`src/rtl/interboard_tx_scheduler.sv`:
```
// interboard_tx_scheduler
//   Shares the single interboard transmit path between several message
//   sources. Requests are arbitrated round-robin into a small FIFO and the
//   FIFO head is sequenced into the interboard block, paced by inter_ready.
//
//   Optional feature macro: INTERBOARD_TX_RETRY_EN
//     When defined, a launch that is not acknowledged (inter_ready never
//     falls) within TIMEOUT_CYC cycles is relaunched up to 3 times. After
//     that the head is dropped and tx_err pulses.
//
// Ports
//   clk, rst                       clock, async active-low reset
//   req_valid/msg_type/number      per-requester level request + payload
//   req_grant                      one-hot accept pulse (pushed into FIFO)
//   inter_ready                    link idle / transfer complete
//   transmit, ctrl_en              one-cycle launch pulse
//   ctrl_msg_type, ctrl_number     FIFO head, stable until popped
//   busy                           FSM active or FIFO non-empty
//   fifo_count                     FIFO occupancy
//   tx_err                         message dropped after retries
module interboard_tx_scheduler #(
  parameter int NUM_REQ     = 3,
  parameter int FIFO_DEPTH  = 4,
  parameter int TIMEOUT_CYC = 1000000
) (
  input  logic                          clk,
  input  logic                          rst,
  input  logic [NUM_REQ-1:0]            req_valid,
  input  logic [3*NUM_REQ-1:0]          req_msg_type,
  input  logic [5*NUM_REQ-1:0]          req_number,
  output logic [NUM_REQ-1:0]            req_grant,
  input  logic                          inter_ready,
  output logic                          transmit,
  output logic                          ctrl_en,
  output logic [2:0]                    ctrl_msg_type,
  output logic [4:0]                    ctrl_number,
  output logic                          busy,
  output logic [$clog2(FIFO_DEPTH):0]   fifo_count,
  output logic                          tx_err
);

  localparam int AW = $clog2(FIFO_DEPTH);
  localparam int CW = AW + 1;
  localparam int PW = (NUM_REQ > 1) ? $clog2(NUM_REQ) : 1;

  typedef struct packed {
    logic [2:0] msg_type;
    logic [4:0] number;
  } msg_t;

  typedef enum logic [1:0] {IDLE, WAIT_BUSY, WAIT_DONE, GAP} state_t;

  state_t         state_q, state_d;
  msg_t           mem_q [FIFO_DEPTH];
  logic [AW-1:0]  wr_q, rd_q;
  logic [CW-1:0]  cnt_q, cnt_d;
  logic [PW-1:0]  rr_q, rr_d;

  logic           gnt_found, push, pop, head_vld, launch;
  logic [PW-1:0]  gnt_idx;
  msg_t           gnt_msg, head;
  logic           relaunch, give_up;

  // ---------------- round-robin arbiter ----------------
  always_comb begin
    int j;
    j         = 0;
    gnt_found = 1'b0;
    gnt_idx   = '0;
    gnt_msg   = '0;
    for (int k = 0; k < NUM_REQ; k++) begin
      j = (int'(rr_q) + k) % NUM_REQ;
      if (!gnt_found && req_valid[j]) begin
        gnt_found = 1'b1;
        gnt_idx   = PW'(j);
        gnt_msg   = '{msg_type: req_msg_type[3*j +: 3], number: req_number[5*j +: 5]};
      end
    end
  end

  // Grant stays quiet while reset is held so req_grant reads 0 in reset.
  assign push = rst && gnt_found && (cnt_q != CW'(FIFO_DEPTH));
  assign rr_d = (int'(gnt_idx) == NUM_REQ - 1) ? '0 : gnt_idx + PW'(1);

  always_comb begin
    req_grant = '0;
    if (push) req_grant[gnt_idx] = 1'b1;
  end

  // ---------------- FIFO ----------------
  assign head_vld = (cnt_q != '0);
  assign head     = mem_q[rd_q];

  always_comb begin
    cnt_d = cnt_q;
    case ({push, pop})
      2'b10:   cnt_d = cnt_q + CW'(1);
      2'b01:   cnt_d = cnt_q - CW'(1);
      default: cnt_d = cnt_q;
    endcase
  end

  always_ff @(posedge clk or negedge rst) begin
    if (!rst) begin
      wr_q  <= '0;
      rd_q  <= '0;
      cnt_q <= '0;
      rr_q  <= '0;
    end else begin
      if (push) begin
        wr_q <= wr_q + AW'(1);
        rr_q <= rr_d;
      end
      if (pop) rd_q <= rd_q + AW'(1);
      cnt_q <= cnt_d;
    end
  end

  // Payload storage needs no reset: outputs are masked while empty.
  always_ff @(posedge clk) begin
    if (push) mem_q[wr_q] <= gnt_msg;
  end

  // ---------------- optional relaunch timer ----------------
`ifdef INTERBOARD_TX_RETRY_EN
  localparam int TW = $clog2(TIMEOUT_CYC + 1);
  logic [TW-1:0] tmo_q, tmo_d;
  logic [1:0]    rty_q, rty_d;
  logic          expired;

  assign expired  = (state_q == WAIT_BUSY) && inter_ready && (tmo_q == TW'(TIMEOUT_CYC));
  assign relaunch = expired && (rty_q != 2'd3);
  assign give_up  = expired && (rty_q == 2'd3);

  // Every head enters WAIT_BUSY from IDLE, so clearing outside WAIT_BUSY
  // restarts both counters per head; relaunches stay in WAIT_BUSY.
  always_comb begin
    tmo_d = tmo_q + TW'(1);
    rty_d = rty_q;
    if (state_q != WAIT_BUSY) begin
      tmo_d = '0;
      rty_d = '0;
    end else if (expired) begin
      tmo_d = '0;
      rty_d = rty_q + 2'd1;
    end
  end

  always_ff @(posedge clk or negedge rst) begin
    if (!rst) begin
      tmo_q <= '0;
      rty_q <= '0;
    end else begin
      tmo_q <= tmo_d;
      rty_q <= rty_d;
    end
  end
`else
  assign relaunch = 1'b0;
  assign give_up  = 1'b0;
`endif

  assign pop    = ((state_q == WAIT_DONE) && inter_ready) || give_up;
  assign launch = ((state_q == IDLE) && head_vld && inter_ready) || relaunch;

  // ---------------- FSM ----------------
  always_ff @(posedge clk or negedge rst) begin
    if (!rst) state_q <= IDLE;
    else      state_q <= state_d;
  end

  always_comb begin
    state_d = state_q;
    case (state_q)
      IDLE:      if (head_vld && inter_ready) state_d = WAIT_BUSY;
      WAIT_BUSY: if (!inter_ready) state_d = WAIT_DONE;
                 else if (give_up) state_d = GAP;
      WAIT_DONE: if (inter_ready) state_d = GAP;
      GAP:       state_d = IDLE;
      default:   state_d = IDLE;
    endcase
  end

  always_comb begin
    transmit      = launch;
    ctrl_en       = launch;
    tx_err        = give_up;
    busy          = (state_q != IDLE) || head_vld;
    fifo_count    = cnt_q;
    ctrl_msg_type = head_vld ? head.msg_type : 3'd0;
    ctrl_number   = head_vld ? head.number   : 5'd0;
  end

endmodule

```
`config.mk`:
```
export PLATFORM = sky130hd
export DESIGN_NAME = interboard_tx_scheduler
export DESIGN_NICKNAME = d
export VERILOG_FILES = /design/src/rtl/interboard_tx_scheduler.sv
export SDC_FILE = /design/constraint.sdc
export NUM_CORES = 1
export LEC_CHECK = 0
export CORE_MARGIN = 2
export CORE_UTILIZATION = 45
export DETAILED_ROUTE_END_ITERATION = 8
export MAX_ROUTING_LAYER = met4
export PLACE_DENSITY = 0.65
export SYNTH_ARGS = -nofsm -noshare
export SYNTH_HDL_FRONTEND = slang
export SYNTH_SLANG_ARGS = --single-unit
export TNS_END_PERCENT = 10
```
`constraint.sdc`:
```
create_clock -name clk -period 3.5 [get_ports clk]
set_input_delay 0.525 -clock clk [delete_from_list [all_inputs] [get_ports clk]]
set_output_delay 0.525 -clock clk [all_outputs]
set_load 0.03 [all_outputs]
```
==> results.json, run 1 <==
{
  "cp.arrival_ns": 3.44,
  "crit_fanout": 14,
  "instances_no_fill": 530,
  "synth-edff-count": 32,
  "yosysWarnings": 0,
  "wire_per_inst_um": 16.7,
  "worst_hold_slack_ns": 0.543,
  "period_minus_slack_ns": 3.38,
  "drcViolationCount": 0,
  "use_met1_pct": 26.4,
  "die_w_um": 96.7,
  "cts_buffers": 5,
  "antenna_found_initial": 0,
  "place.port_buffers": 46,
  "drt_iter0_markers": 263,
  "fp.dieArea_um2": 9340,
  "syn-cell-area_um2": 3860,
  "synthDominantCellAreaShare_pct": 24.9,
  "synth_cell_types": 62,
  "grt_remaining_overflow": 0,
  "synth_cells": 381,
  "finish.utilization_pct": 56.6,
  "vias_per_cell": 5.84,
  "grtUsageMet2_pct": 32.7,
  "chipHeight_um": 96.7,
  "busiest_layer": "met2",
  "setup_viol": 0,
  "max_freq_mhz": 296,
  "finalWeightedCongestion": 0.879,
  "post-dp-hpwl_mm": 6.45,
  "insertion_delay_ns": 0.30,
  "end_kind": "flip-flop",
  "drt-total-wl_mm": 8.87,
  "num_rows": 33,
  "grt_max_degree": 41,
  "drive_above_1_share_pct": 20.0,
  "grt_pass1_vias": 2979,
  "vias": 3096,
  "initial_core_util_pct": 46.8,
  "max_cap_violations": 0,
  "criticalPathCategory": "reg2reg",
  "async_reset_ff_share_pct": 25.6,
  "rsz0062_at_grt": "yes",
  "synthesis.nets": 444,
  "gr-usage-all-layers_pct": 19.9,
  "antenna_left": 0,
  "cts.sinks": 43,
  "cts-root-buf": "clkbuf_8",
  "io_pins": 48,
  "clk_path_buf_depth": 2,
  "required_ns": 3.56,
  "ys_top_cells_by_count": "nand2_1, edfxtp_1, ha_1",
  "avgSynthCellArea_um2": 10.1,
  "cts_htree_levels": 2,
  "setup.worst_path.start_class": "flip-flop",
  "ys_ff_latch": 43,
  "reg2reg_slack_ns": 0.12,
  "n_antenna_cell": 0,
  "drv_slew": 0,
  "ys_top_cells_by_area": "edfxtp_1, mux4_2, ha_1, dfrtp_1, mux2i_1",
  "core-area_um2": 8260,
  "outcome": "finished clean",
  "synth.most_common_cell": "nand2_1",
  "hold_viol": 0,
  "clk_pin_slew_worst_paths_ns": 0.09,
  "synthFlopType": "edfxtp_1",
  "fillers": 737,
  "synth_top_area_cell": "edfxtp_1",
  "nets": 487,
  "finClkSkew_ns": 0.00941,
  "grt_use_met3_pct": 1.88,
  "fin_crit_sh_pct": 96.5,
  "slew_headroom_pct": 61.6,
  "area_delta_synth_final_pct": 21.0,
  "worst_r2r_path_depth": 15,
  "hold_depth": 1,
  "dpl.cell_count": 521,
  "firstDrtPassIters": 4,
  "grt_pass1_wl_mm": 14.9,
  "synth-seq-area-share_pct": 32.0,
  "hp-class": "reg2reg",
  "worst_pin_slew_ns": 0.577,
  "cts_tree": "built"
}
[critical path, stage by stage, from the launching register on]
cell and delay, ns:
dfrtp_1 0.39, buf_4 0.16, ha_2 0.19, inv_1 0.08, ha_1 0.24, mux2i_2 0.25
nand2_2 0.12, inv_2 0.09, nand2_1 0.06, fa_1 0.38, xor2_1 0.19, buf_4 0.22
a21oi_1 0.08, o21ai_0 0.16, a32oi_1 0.11, o211ai_1 0.39
[placed cells by master, fill, tap and decap left out, types with 6 or more instances in the layout]
cell type / instances
o21ai_0: 17
clkdlybuf4s50_1: 43
mux4_2: 20
buf_4: 20
edfxtp_1: 32
nand2_1: 36
nor2_1: 21
inv_1: 24
nand3_1: 11
mux2i_1: 17
dfrtp_1: 11
and2_1: 8
a21oi_1: 15
ha_1: 25
nor3_1: 6
nor2b_1: 10
[flip-flops by register name, indices dropped and copies added, names as in the netlist]
register / count
mem_q: 32
fifo_count: 3
rd_q: 2
rr_q: 2
state_q: 2
wr_q: 2
[kinds of logic after synthesis]
group,synth area share [%]
compound gates,12.7
xor+xnor,2.72
fa+ha+maj,11.9
buf+inv,6.90
flops,32.0
mux,17.8
other cells,0.0971
simple gates,15.9
[final cells by class]
| cell class | instances | area, um^2 | share of cell area (%) |
|---|---|---|---|
| multi-input cells | 281 | 2490 | 53.3 |
| inverters | 29 | 109 | 2.33 |
| clock inverters | 3 | 46.3 | 0.991 |
| well taps | 105 | 131 | 2.81 |
| flip-flops and latches | 43 | 1240 | 26.5 |
| clock buffers | 5 | 68.8 | 1.47 |
| repair buffers | 64 | 592 | 12.7 |
[what timing repair did]
| item | in CTS | in global routing |
|---|---|---|
| setup buffers | 0 | 1 |
| resized for setup | 3 | 17 |
| hold buffers | 0 | 0 |
| pin swaps | 0 | 4 |
| setup endpoints to repair | 12 | 31 |
[routing by layer]
layer | wire length (um) | vias to the layer above
li1 | - | 1478
met1 | 3900 | 1505
met2 | 4400 | 100
met3 | 373 | 13
met4 | 185 | 0
met5 | 0 | -
[stage by stage]
step | setup TNS [ns] | worst slack, ns | cell area (um^2)
after global placement | 0 | 0.0553 | 4430
after global routing | -0.627 | -0.0654 | 4670
final | 0 | 0.121 | 4670
after CTS | -0.0290 | -0.00726 | 4560
after detailed placement | -0.335 | -0.0529 | 4430
after floorplan | -0.0879 | -0.0125 | 3880
[final timing paths]
check | from | end
hold reg to reg | state_q[1] | state_q[1]
setup reg to reg | rr_q[0] | mem_q[0][1]
max in group asynchronous | rst | rr_q[1]
min in group asynchronous | rst | fifo_count[2]
setup / recovery | rr_q[0] | mem_q[0][1]
hold / removal | state_q[1] | state_q[1]
Power of run 1 is not shown: default switching activity piles up to over one toggle a cycle in this logic, so the estimate is an artifact.
==> run 2, diff against run 1 <==
Settings changed: CTS_BUF_LIST set to sky130_fd_sc_hd__clkbuf_4 sky130_fd_sc_hd__clkbuf_8 sky130_fd_sc_hd__clkbuf_16.
==> results of run 2 <==
No change in the layout: final DEF, timing and power equal those of run 1.
Power of run 2 is left out for the same reason.
==> run 3, diff against run 2 <==
Settings changed: CAP_MARGIN set to 20.
==> results of run 3 <==
No change in the layout: final DEF, timing and power equal those of run 1.
Power of run 3 is left out for the same reason.
